`src/rtl/stochastic_adder.sv`:
```
// rtl/stochastic_adder.sv - scaled stochastic adder with registered output and per-stream ones counters
module stochastic_adder #(
    parameter int BIT_LENGTH = 128,
    parameter int CNT_W      = $clog2(BIT_LENGTH + 1)
) (
    input  logic             clk,
    input  logic             rst_n,
    input  logic             clear,
    input  logic             in_valid,
    input  logic             a,
    input  logic             b,
    input  logic             rand_bit,
    output logic             y,
    output logic             y_q,
    output logic             y_valid,
    output logic [CNT_W-1:0] bit_idx,
    output logic [CNT_W-1:0] ones_a,
    output logic [CNT_W-1:0] ones_b,
    output logic [CNT_W-1:0] ones_y,
    output logic             stream_done
);

    localparam logic [CNT_W-1:0] LAST_IDX = CNT_W'(BIT_LENGTH - 1);

    logic             w_y;
    logic             w_last;
    logic [CNT_W-1:0] w_inc_a;
    logic [CNT_W-1:0] w_inc_b;
    logic [CNT_W-1:0] w_inc_y;

    logic             r_y_q;
    logic             r_y_valid;
    logic             r_stream_done;
    logic [CNT_W-1:0] r_bit_idx;
    logic [CNT_W-1:0] r_acc_a;
    logic [CNT_W-1:0] r_acc_b;
    logic [CNT_W-1:0] r_acc_y;
    logic [CNT_W-1:0] r_ones_a;
    logic [CNT_W-1:0] r_ones_b;
    logic [CNT_W-1:0] r_ones_y;

    // Select between the two streams; halves the sum of the input probabilities.
    assign w_y     = rand_bit ? b : a;
    assign w_last  = (r_bit_idx == LAST_IDX);
    assign w_inc_a = r_acc_a + CNT_W'(a);
    assign w_inc_b = r_acc_b + CNT_W'(b);
    assign w_inc_y = r_acc_y + CNT_W'(w_y);

    // Output register, stream accumulators and completed-stream result latch.
    always_ff @(posedge clk) begin
        if (!rst_n) begin
            r_y_q         <= 1'b0;
            r_y_valid     <= 1'b0;
            r_stream_done <= 1'b0;
            r_bit_idx     <= '0;
            r_acc_a       <= '0;
            r_acc_b       <= '0;
            r_acc_y       <= '0;
            r_ones_a      <= '0;
            r_ones_b      <= '0;
            r_ones_y      <= '0;
        end else begin
            r_stream_done <= 1'b0;
            r_y_valid     <= in_valid;
            if (in_valid) begin
                r_y_q <= w_y;
            end
            if (clear) begin
                // Restart the stream; the bit presented alongside clear is dropped.
                r_bit_idx <= '0;
                r_acc_a   <= '0;
                r_acc_b   <= '0;
                r_acc_y   <= '0;
            end else if (in_valid) begin
                if (w_last) begin
                    r_ones_a      <= w_inc_a;
                    r_ones_b      <= w_inc_b;
                    r_ones_y      <= w_inc_y;
                    r_acc_a       <= '0;
                    r_acc_b       <= '0;
                    r_acc_y       <= '0;
                    r_bit_idx     <= '0;
                    r_stream_done <= 1'b1;
                end else begin
                    r_acc_a   <= w_inc_a;
                    r_acc_b   <= w_inc_b;
                    r_acc_y   <= w_inc_y;
                    r_bit_idx <= r_bit_idx + 1'b1;
                end
            end
        end
    end

    assign y           = w_y;
    assign y_q         = r_y_q;
    assign y_valid     = r_y_valid;
    assign bit_idx     = r_bit_idx;
    assign ones_a      = r_ones_a;
    assign ones_b      = r_ones_b;
    assign ones_y      = r_ones_y;
    assign stream_done = r_stream_done;

endmodule

```
`config.mk`:
```
export PLATFORM = sky130hd
export DESIGN_NAME = stochastic_adder
export DESIGN_NICKNAME = d
export VERILOG_FILES = /design/src/rtl/stochastic_adder.sv
export SDC_FILE = /design/constraint.sdc
export NUM_CORES = 1
export LEC_CHECK = 0
export CAP_MARGIN = 20
export CORE_MARGIN = 2
export CORE_UTILIZATION = 59
export CTS_BUF_LIST = sky130_fd_sc_hd__clkbuf_8
export DETAILED_ROUTE_END_ITERATION = 8
export PLACE_DENSITY = 0.88
export SLEW_MARGIN = 10
export SYNTH_ARGS = -nofsm -noshare
export SYNTH_HDL_FRONTEND = slang
export SYNTH_SLANG_ARGS = --single-unit
```
`constraint.sdc`:
```
create_clock -name clk -period 3.9 [get_ports clk]
set_clock_uncertainty 0.05 [all_clocks]
set_input_delay 0.78 -clock clk [delete_from_list [all_inputs] [get_ports clk]]
set_output_delay 0.78 -clock clk [all_outputs]
set_load 0.01 [all_outputs]
```
==> results_dict.tcl <==
set metrics [dict create \
    cts_root_buf "clkbuf_8" \
    cp_num_cells 3 \
    yosysWarnings 0 \
    start_kind "primary input" \
    post_drt_wl_per_cell_um 14.8 \
    critical_path.cell_chain "clkdlybuf4s50_1 > mux2_2 > clkdlybuf4s50_1" \
    hold_class "flip-flop to flip-flop" \
    slowest_stage "clkdlybuf4s50_1" \
    rr_startpoint "bit_idx[0]" \
    slew_headroom_pct 49.5 \
    synth_ff_type "dfxtp_1" \
    grt_use_total_pct 23.3 \
    critPathTopFamily "buffers and inverters" \
    vias 2001 \
    internal_power_mw 0.907 \
    crit_fanout 3 \
    htreeDepth 3 \
    io_buffers 42 \
    setup_viol 0 \
    avgSynthCellArea_sq_um 9.52 \
    worst_hold_path.endpoint "r_acc_y[7]" \
    clockBufferDepth 2 \
    io_pins 43 \
    min_period_ns 2.91 \
    multi_input_area_sq_mm 0.00124 \
    synth_edf_count 0 \
    ff2ff_setup_slack_ns 1.95 \
    critPathKind "primary input to primary output" \
    core_area_sq_mm 0.00406 \
    gp_congestion 0.791 \
    slew_violations 0 \
    holdPathStages 2 \
    ctsHoldBuffers 0 \
    clockPowerShare_pct 43.3 \
    cts_setup_buffers 0 \
    routed_wl_mm 5.31 \
    netSwitchingFraction_pct 21.4 \
    worst_slew_pin_slew_ns 0.754 \
    syn_area_sq_mm 0.00251 \
    status "complete, no violations" \
    dp_hpwl_mm 3.49 \
    syn-num-nets 278 \
    slowest_delay_ns 0.48 \
    place_inst 346 \
    clk_latency_ns 0.34 \
    syn_to_final_growth_pct 23.9 \
    crit_required_ns 3.07 \
    p_switching_mw 0.247 \
    synthMuxAreaShare_pct 3.64 \
    tritoncts "done" \
    grt_overflow 0 \
    cts_sinks 59 \
    grt_pass1_vias 1860 \
    grt_start_max_net_pins 44 \
    ys_types 31 \
    vias_per_cell 5.57 \
    path_buf_inv 2 \
    fmax_ghz 0.344 \
    async_flop_share_pct 0 \
    yosys.area_share.adder_pct 3.49 \
    r2r_end "ones_b[0]" \
    timing.final.crit_share_pct 74.6 \
    ys_ff_latch 59 \
    seq_area_frac_synth_pct 47.0 \
    num_rows 23 \
    die_x_um 69.3 \
    seqCellArea_sq_mm 0.00118 \
    setup_tns_ns 0 \
    vdd_drop_max_mv 0.304 \
    cp-end-kind "primary output" \
    n_antenna_cell 0 \
    power_density_mw_per_mm2 371 \
    drv_cap 0 \
    crit_arrival_ns 2.08 \
    route.antenna.remaining_nets 0 \
    die-height_um 69.3 \
    comb_power_share_pct 4.0 \
    p_leak_nw 1.24 \
    initial_core_util_pct 61.9 \
    synthSimpleGateAreaFrac_pct 17.8 \
    synthXorXnorAreaFrac_pct 9.76 \
    rsz0062_at_grt "false" \
    reg2reg_depth 6 \
    postSynthCellCount 264 \
    worst_hold_slack_ns 0.429 \
    antenna_found_initial 0 \
    drt-initial-drc-count 77 \
    final_core_util_pct 76.7 \
    cts_buffers 9 \
    first_pass_iters 4 \
    nNetsFinal 321 \
    hold_viol 0 \
    fillers 291 \
    cts_resized 0 \
    dieArea_sq_mm 0.00480 \
    hold_start "r_acc_y[7]" \
    drc_errors 0 \
    clk_pin_slew_ns 0.06 \
    synth_top_family_by_area "simple AND/OR/NAND/NOR gates" \
    synth_compound_area_share_pct 14.7 \
    drive_above_1_share_pct 6.80 \
    cpMostUsedCell "clkdlybuf4s50_1" \
    stdcell_count 359 \
    grt_pass1_wl_mm 8.73 \
    pwr-share-seq_pct 52.7 \
]
[Yosys cell counts, drive strengths merged (3+ instances only)]
| master | number | area [sq um] |
|---|---|---|
| a21oi | 11 | 55.1 |
| a22o | 6 | 52.6 |
| a31oi | 3 | 18.8 |
| a41oi | 3 | 26.3 |
| and3 | 3 | 18.8 |
| buf | 7 | 58.8 |
| clkbuf | 8 | 30.0 |
| dfxtp | 59 | 1180 |
| ha | 7 | 87.6 |
| mux2i | 8 | 80.1 |
| nand2 | 34 | 128 |
| nand3 | 12 | 60.1 |
| nand4 | 6 | 37.5 |
| nor2 | 15 | 56.3 |
| nor2b | 8 | 50.1 |
| nor3 | 5 | 36.3 |
| o211a | 10 | 100 |
| o21ai | 22 | 110 |
| xnor2 | 10 | 87.6 |
| xor2 | 18 | 158 |
[worst max-delay path by stage]
stage | from | end | slack (ns)
finish | rand_bit | y | 0.99
global route | rand_bit | y | 0.94
CTS | rand_bit | y | 0.99
detailed placement | rand_bit | y | 0.99
global placement | rand_bit | y | 0.99
floorplan | rand_bit | ones_y[4] | 1.70
[worst register-to-register path, delay by kind of cell (launching register included)]
kind          cells  cell delay [ns]
flops             1             0.42
mux               1             0.26
buf+inv           1             0.40
simple gates      3             0.42
fa+ha+maj         1             0.30
[layout by cell type (no fill, tap or decap), drive strengths merged, types with 10 or more instances in the layout]
cell	n
dfxtp	59
clkdlybuf4s50	42
nand2	34
o21ai	22
xor2	18
nor2	15
nand3	12
a21oi	11
xnor2	10
o211a	10
[stage by stage]
step,worst slack (ns),instance area (sq um),total power [mW]
4_1_cts,0.986,3110,1.16
2_1_floorplan,1.70,2510,0.646
3_3_place_gp,0.992,2940,0.666
5_1_grt,0.944,3110,1.20
6_report,0.992,3110,1.15
3_5_place_dp,0.990,2940,0.667
[cell families (layout without fill, tap and decap cells)]
kind of cell,count (synthesis),after routing
muxes,9,9
xor gates and xnor gates,28,28
AOI/OAI and AO/OA,56,56
DFF,59,59
buffers and inverters,15,60
adders and majority gates,7,7
and+or+nand+nor,90,90
[sequential cells by signal (all words and copies together), names as in the netlist, 8 cells and up]
name	flops
bit_idx	8
ones_a	8
ones_b	8
ones_y	8
r_acc_a	8
r_acc_b	8
r_acc_y	8
[power by group through the flow]
stage          Combinational [mW]  Sequential [mW]  Clock (mW)
2_1_floorplan              0.0236            0.622           0
3_3_place_gp               0.0446            0.622           0
3_5_place_dp               0.0457            0.622           0
4_1_cts                    0.0462            0.609       0.509
5_1_grt                    0.0501            0.609       0.537
6_report                   0.0459            0.609       0.500
[layout make-up]
class	count	share of cell area (%)
well taps	50	2.01
clock buffers	9	3.98
repair buffers	47	14.7
clock inverters	4	1.45
flip-flops and latches	59	37.9
multi-input cells	190	39.9
[routing by layer]
| metal | wire length [um] | track usage [%] | vias to the layer above |
|---|---|---|---|
| li1 | - | - | 1006 |
| met1 | 2470 | 29.2 | 930 |
| met2 | 2470 | 35.5 | 52 |
| met3 | 247 | 7.99 | 13 |
| met4 | 123 | 12.2 | 0 |
| met5 | 0 | 0 | - |
Note: power is estimated with default switching activity, not from simulation.
